[src/rtl/simon_seq_mem.sv]
// Sequence storage: one synchronous write port, one asynchronous read port, no reset.
module simon_seq_mem #(
    parameter int MAX_LEN = 32,
    parameter int NUM_W   = 2,
    localparam int AW     = $clog2(MAX_LEN)
) (
    input  logic             clk_i,
    input  logic             we_i,
    input  logic [AW-1:0]    waddr_i,
    input  logic [NUM_W-1:0] wdata_i,
    input  logic [AW-1:0]    raddr_i,
    output logic [NUM_W-1:0] rdata_o
);

    logic [NUM_W-1:0] mem_q [MAX_LEN];

    always_ff @(posedge clk_i) begin
        if (we_i) begin
            mem_q[waddr_i] <= wdata_i;
        end
    end

    assign rdata_o = mem_q[raddr_i];

endmodule

[config.mk]
export PLATFORM = sky130hd
export DESIGN_NAME = simon_seq_mem
export DESIGN_NICKNAME = d
export VERILOG_FILES = /design/src/rtl/simon_seq_mem.sv
export SDC_FILE = /design/constraint.sdc
export NUM_CORES = 1
export LEC_CHECK = 0
export BUFFER_PORTS_ARGS = -buffer_cell sky130_fd_sc_hd__buf_2
export CORE_ASPECT_RATIO = 0.9
export CORE_UTILIZATION = 30
export DETAILED_ROUTE_END_ITERATION = 10
export PLACE_DENSITY_LB_ADDON = 0.2
export SLEW_MARGIN = 20
export SYNTH_ARGS = -nofsm -noshare
export SYNTH_HDL_FRONTEND = slang
export SYNTH_SLANG_ARGS = --single-unit
[constraint.sdc]
create_clock -name clk_i -period 2.32 [get_ports clk_i]
set_clock_uncertainty 0.1 [all_clocks]
set_input_delay 0.464 -clock clk_i [delete_from_list [all_inputs] [get_ports clk_i]]
set_output_delay 0.464 -clock clk_i [all_outputs]
set_load 0.005 [all_outputs]
==> results.md, run 1 <==
- Die X: 103 um
- Min Tclk post-route: 2.31 ns
- Largest regs: mem_q (64)
- Detailed Place HPWL: 3800 um
- Slew Viols, Final: 0
- CP Class: input pin to primary output
- Fin nets: 230
- Final setup TNS: 0 ns
- Sw Ratio: 21.4%
- DRT Pass-1 Iters: 4
- Vias after detailed routing: 1622
- Clock buffer depth: 2
- Most frequent cells in the layout: edfxtp_1, nor2_1, mux2i_1
- Leak Pwr: 1.15 nW
- # DRC: 0
- Initial Util: 31.4%
- Syn avg cell area: 15.0 um2
- TritonCTS Buffers: 9
- Via-per-instance ratio: 4.78
- Clock power frac: 36.7%
- CP max stage cell: nor2b_2
- Combinational power share: 8.6%
- Worst hold start: wdata_i[1]
- Final core occ: 38.1%
- Avg WL per Cell: 17.0 um
- Syn Nets: 197
- Cell Rows: 32
- Max H-tree Level: 3
- Internal power: 1.85 mW
- Input/output buffers: 15
- Pwr/cell area: 708 nW/um2
- Largest stage delay on the critical path: 0.28 ns
- Core Region: 8730 um2
- First-pass GRT wire length: 9100 um
- CTS root buffer: clkbuf_8
- Status: complete, no violations
- Largest net degree at the start of global routing: 33
- CP Capture Type: primary output
- Num ports: 16
- Die Area: 9530 um2
- Ys flop type: edfxtp_1
- Layout area overhead: 21.4%
- VDD IR max: 322 uV
- Top reg by flops: mem_q
- Worst-Margin Slew: 0.573 ns
- Most common cell after layout, fill and taps aside: edfxtp_1
- Final WS setup: 0.0110 ns
- Total Wirelength: 5770 um
- Max-cap viol count: 0
- Post-synth cell types: 22
- CP required: 1.76 ns
- Largest delay share family, worst path: buffers and inverters
- Type of the worst min-delay path: input pin to flop
- Clock sinks: 64
- Tot Pwr: 2.36 mW
- Fmax achieved: 433 MHz
- Net Sw Power: 0.505 mW
- Mapped Area: 2740 um2
- Setup Viol. Count Final: 0
- Register area share after synthesis: 70.1%
- Max FO, Critical Path: 4
- CTS tree: done
- Congestion Overflow GR: 0
- Initial antenna violation count: 0
- N_diodes: 0
- Number of flip-flops in the largest register: 64
- Crit path launch type: input pin
- Sequential share of power: 54.7%
- Starting DRT DRC Count: 132
- Asr flop ratio synth: 0%
- Cell area after layout: 3330 um2
- Vias in the first global route: 1639
- Yosys warnings: 0
- Clock slew at reported path FFs: 0.06 ns
- Placed Instance Area: 3030 um2
- Fraction of layout cells with a size suffix above 1: 24.5%
- FF+latch count, synth: 64
- Die Y: 92.7 um
- Tot GR Track Use: 13.9%
- Mapped Cells: 183
- Fin crit share: 99.5%
- Remaining antenna violation count: 0
- CP Data Arrival Time: 1.74 ns
- RSZ-0062 raised after global routing: true
- Crit path cell chain: buf_2 -> nor2b_2 -> buf_4 -> buf_4 -> a21oi_1 -> a31oi_4 -> o311ai_4 -> buf_2
- Setup WS pre-CTS: -0.0268 ns
- Worst path bufs/invs: 4
- Setup crit start: raddr_i[2]
- Number of synthesized flops with an enable pin: 64
- Placer's final routability congestion estimate: 0.735
- Slew HR: 61.8%
- Final hold viol count: 0
final cells by class:
class,instances,area [um2]
Sequential cell,64,1920
Clock buffer,10,128
Timing Repair Buffer,30,254
Multi-Input combinational cell,111,827
Tap cell,119,149
Clock inverter,5,48.8
Fill cell,865,5400
power groups by stage:
stage / clock (mW) / combinational, mW / sequential (mW)
2_1_floorplan: 0 / 0.0896 / 1.31
3_3_place_gp: 0 / 0.174 / 1.31
3_5_place_dp: 0 / 0.174 / 1.31
4_1_cts: 0.886 / 0.189 / 1.29
5_1_grt: 0.941 / 0.219 / 1.29
6_report: 0.865 / 0.203 / 1.29
final timing paths:
| path | endpoint | depth (start not counted) |
|---|---|---|
| setup / recovery | rdata_o[0] | 8 |
| hold / removal | mem_q[27][1] | 1 |
cells by family after synthesis:
kind of cell | count (synthesis) | share of synthesized area, %
muxes | 32 | 11.7
AOI/OAI and AO/OA | 20 | 5.29
DFF | 64 | 70.1
buffers and inverters | 8 | 2.46
and+or+nand+nor | 59 | 10.5
cell usage after synthesis, types with 2 or more instances:
master	n	area [um2]
a21oi_1	2	10.0
a22oi_1	14	105
a31oi_1	2	12.5
and4b_1	2	20.0
buf_6	3	33.8
clkbuf_2	2	10.0
edfxtp_1	64	1920
mux2i_1	32	320
nand2_1	7	26.3
nand3_1	2	10.0
nand3b_1	5	37.5
nand4b_1	2	17.5
nor2_1	34	128
nor2b_1	2	12.5
o311ai_1	2	17.5
or3b_1	2	17.5
layer usage:
metal  track usage (%)  vias up  wire length (um)
li1                  -      769                 -
met3              4.98        8               228
met1              20.4      810              2970
met2              18.6       35              2480
met4              5.28        0                87
met5                 0        -                 0
through the flow:
stage / cells / hold slack (ns)
after detailed placement: 323 / 0.929
after global routing: 339 / 0.580
final: 339 / 0.563
after global placement: 323 / 0.923
after CTS: 339 / 0.567
after floorplan: 183 / 0.463
repair_timing:
item                       4_1_cts  5_1_grt
gates cloned                     1        0
setup endpoints to repair        1        2
pin swaps                        3        5
setup buffers                    0        0
hold buffers                     0        0
resized for setup                8       14
Power figures use the tool's default switching activity.
==> run 2, diff against run 1 <==
- CTS_CLUSTER_SIZE: default -> 8
- SETUP_SLACK_MARGIN: default -> 0.02
- clock period: 2.32 -> 2.9 ns (I/O delays scaled with it)
==> results.md, run 2 (same netlist as run 1, synthesis figures left out) <==
- Status: complete, no violations
- Setup WS pre-CTS: 0.159 ns
- Congestion Overflow GR: 0
- Internal power: 1.37 mW
- Worst-Margin Slew: 0.579 ns
- Routed wl met2: 2500 um
- Most frequent cells in the layout: edfxtp_1, nor2_1, mux2i_1
- Initial antenna violation count: 0
- Vias in the first global route: 1596
- Pwr/cell area: 567 nW/um2
- Fraction of layout cells with a size suffix above 1: 14.9%
- Total Wirelength: 5610 um
- Largest net degree at the start of global routing: 33
- Leak Pwr: 1.05 nW
- Slew Viols, Final: 0
- TritonCTS Buffers: 9
- CP required: 2.22 ns
- Clock power frac: 33.9%
- VDD IR max: 273 uV
- Input/output buffers: 15
- Cts hold-fix bufs: 0
- Fill count: 890
- Top routing layer used: met4
- Post-Route M1 WL: 2830 um
- Clock buffer depth: 2
- Initial Util: 31.4%
- Largest delay share family, worst path: buffers and inverters
- Post-CTS setup buffer count: 0
- Worst path bufs/invs: 3
- Max FO, Critical Path: 24
- Largest regs: mem_q (64)
- Crit path cell chain: buf_2 -> buf_12 -> mux2i_1 -> a22oi_1 -> and4b_1 -> a31oi_1 -> o311ai_1 -> buf_2
- Max-cap viol count: 0
- Remaining antenna violation count: 0
- Combinational power share: 7.2%
- Met3 routed WL: 221 um
- Min Tclk post-route: 2.65 ns
- CP Capture Point: rdata_o[1]
- Largest stage delay on the critical path: 0.23 ns
- CTS tree: done
- Tot GR Track Use: 13.1%
- Layout area overhead: 12.6%
- Setup crit start: raddr_i[0]
- Top reg by flops: mem_q
- Die Area: 9530 um2
- Sequential share of power: 58.9%
- N_diodes: 0
- Cell Rows: 32
- CP max stage cell: mux2i_1
- CP Capture Type: primary output
- Starting DRT DRC Count: 119
- Number of flip-flops in the largest register: 64
- Die Y: 92.7 um
- # DRC: 0
- Type of the worst min-delay path: input pin to flop
- CTS root buffer: clkbuf_8
- First-pass GRT wire length: 8650 um
- Net Sw Power: 0.380 mW
- Final WS setup: 0.255 ns
- Post-CTS Resized: 0
- CP Data Arrival Time: 1.97 ns
- Core Region: 8730 um2
- Clock sinks: 64
- Fin crit share: 91.2%
- Num ports: 16
- Critical Path Stages: 8
- Detailed Place HPWL: 3590 um
- Max H-tree Level: 3
- Most common cell on crit path: buf_2
- Crit path launch type: input pin
- RSZ-0062 raised after global routing: false
- Final hold viol count: 0
- Fmax achieved: 378 MHz
- Avg WL per Cell: 17.2 um
- CP Class: input pin to primary output
- Most common cell after layout, fill and taps aside: edfxtp_1
- Sw Ratio: 21.7%
- Via-per-instance ratio: 4.72
- Fin nets: 219
- Die X: 103 um
- Slew HR: 61.4%
- Setup Viol. Count Final: 0
- Final setup TNS: 0 ns
- Clock slew at reported path FFs: 0.06 ns
- Vias after detailed routing: 1542
- Placer's final routability congestion estimate: 0.705
- DRT Pass-1 Iters: 6
-- run 2: how the worst min path moves through the flow --
stage	to	cells after the start	slack [ns]	from
2_1_floorplan	mem_q[0][0]	0	0.58	wdata_i[0]
3_3_place_gp	mem_q[4][0]	3	1.04	waddr_i[2]
3_5_place_dp	mem_q[6][1]	1	1.04	wdata_i[1]
4_1_cts	mem_q[6][1]	1	0.68	wdata_i[1]
5_1_grt	mem_q[6][1]	1	0.70	wdata_i[1]
6_report	mem_q[6][0]	1	0.69	wdata_i[0]
-- run 2: metal layers --
layer,global-route usage (%),vias up
met2,19.0,33
met5,0,-
met1,18.4,753
li1,-,750
met3,3.92,6
met4,4.58,0
-- run 2: area by class of cell --
type | instances | area, um2 | share of cell area [%]
clock buffers | 12 | 135 | 4.38
clock inverters | 2 | 8.76 | 0.284
multi-input cells | 111 | 756 | 24.5
flip-flops and latches | 64 | 1920 | 62.2
well taps | 119 | 149 | 4.82
repair buffers | 19 | 118 | 3.81
-- run 2: power groups by stage --
stage                     combinational [mW]  clock [mW]  sequential, mW
final                                  0.127       0.594            1.03
after global routing                   0.139       0.634            1.03
after CTS                              0.128       0.606            1.03
after detailed placement               0.127           0            1.05
after global placement                 0.128           0            1.05
after floorplan                       0.0717           0            1.05
-- run 2: per-stage QoR --
step / cells / utilization (%) / power [mW] / hold WS [ns] / instance area [um2]
5_1_grt: 327 / 35.4 / 1.81 / 0.698 / 3090
6_report: 327 / 35.4 / 1.75 / 0.693 / 3090
3_3_place_gp: 313 / 33.7 / 1.18 / 1.04 / 2940
4_1_cts: 327 / 35.3 / 1.77 / 0.678 / 3090
2_1_floorplan: 183 / - / 1.12 / 0.579 / 2740
3_5_place_dp: 313 / 33.7 / 1.18 / 1.04 / 2940
==> run 3, diff against run 2 <==
- CORE_ASPECT_RATIO: 0.9 -> default
- GPL_ROUTABILITY_DRIVEN: default -> 0
==> results.md, run 3 (same netlist as run 1, synthesis figures left out) <==
- Status: finished with violations
- Failing checks: design-rule violations
- RSZ-0062 raised after global routing: false
- CTS tree: done
- Clock sinks: 64
- Fraction of layout cells with a size suffix above 1: 16.2%
- Type of the worst min-delay path: input pin to flop
- CP Capture Type: primary output
- Clock slew at reported path FFs: 0.06 ns
- Vias after detailed routing: 1548
- Most common cell after layout, fill and taps aside: edfxtp_1
- Slew HR: 61.7%
- TritonCTS Buffers: 9
- Max FO, Critical Path: 14
- CP required: 2.22 ns
- CTS root buffer: clkbuf_8
- Vias in the first global route: 1534
- Die Y: 97.6 um
- Largest net degree at the start of global routing: 33
- Placed Instance Area: 2920 um2
- Via-per-instance ratio: 4.87
- Num ports: 16
- Max H-tree Level: 3
- CP Data Arrival Time: 2.01 ns
- DRT Pass-1 Iters: 7
- Starting DRT DRC Count: 111
- Number of flip-flops in the largest register: 64
- Setup Viol. Count Final: 0
- Crit path launch type: input pin
- Congestion Overflow GR: 0
- Input/output buffers: 15
- Total Wirelength: 5500 um
- Cell area after layout: 3070 um2
- Min Tclk post-route: 2.69 ns
- Core Region: 8810 um2
- Most frequent cells in the layout: edfxtp_1, nor2_1, mux2i_1
- # DRC: 2
- Final WS setup: 0.214 ns
- Fmax achieved: 372 MHz
- Remaining antenna violation count: 0
- Detailed Place HPWL: 3660 um
- Fin nets: 219
- Tot GR Track Use: 12.8%
- Cell Rows: 34
- Max-cap viol count: 0
- Leak Pwr: 1.05 nW
- Pwr/cell area: 574 nW/um2
- Final cell count without fillers: 318
- Slew Viols, Final: 0
- Initial antenna violation count: 0
- Initial Util: 31.1%
- First-pass GRT wire length: 8710 um
- Final core occ: 34.9%
- Clock buffer depth: 2
- Avg WL per Cell: 17.3 um
- Tot Pwr: 1.76 mW
- Die Area: 9530 um2
- Largest regs: mem_q (64)
- Worst-Margin Slew: 0.575 ns
- Layout area overhead: 12.0%
- Dpl cells: 302
- Final setup TNS: 0 ns
- VDD IR max: 278 uV
- Final hold viol count: 0
- Top reg by flops: mem_q
- Die X: 97.6 um
- Hold WS: 0.685 ns
- N_diodes: 0
- Fin crit share: 92.6%
- CP Class: input pin to primary output
- Setup WS pre-CTS: 0.140 ns
==> run 3: cell types whose count changed in the layout (fill, tap and decap cells not counted) <==
cell | before | now
buf_12 | 1 | 0
clkinv_2 | 1 | 4
clkbuf_1 | 3 | 2
buf_4 | 3 | 4
==> run 3: critical path: stages <==
cell and delay, ns:
buf_2 0.19, buf_4 0.30, mux2i_1 0.21, a22oi_1 0.09, and4b_1 0.21, a31oi_1 0.16
o311ai_1 0.12, buf_2 0.14
==> run 3: layer usage <==
layer	GRT usage (%)	up-vias	wire, um
li1	-	752	-
met1	16.9	741	2610
met2	19.4	44	2530
met3	3.31	11	266
met4	6.06	0	99
met5	0	-	0
==> run 3: layout make-up <==
cell class | instances | area, um2
clock buffers | 11 | 131
clock inverters | 5 | 23.8
fillers | 847 | 5730
multi-input cells | 111 | 756
flip-flops and latches | 64 | 1920
well taps | 108 | 135
repair buffers | 19 | 105
==> run 3: path summary, 6_finish.rpt <==
check / to / cells past startpoint / start
worst min-delay path: mem_q[14][1] / 1 / wdata_i[1]
worst max-delay path: rdata_o[0] / 8 / raddr_i[0]
==> run 3: power breakdown <==
part           total (mW)  switching [mW]  internal [mW]
Combinational       0.123          0.0793         0.0438
Sequential           1.03         0.00240           1.03
Clock               0.608           0.307          0.301
==> run 3: timing repair <==
action	in CTS	in global routing
resized for setup	0	1
hold endpoints to repair	0	0
buffers inserted	0	0
endpoints found under the setup margin	0	2
hold buffers	0	0
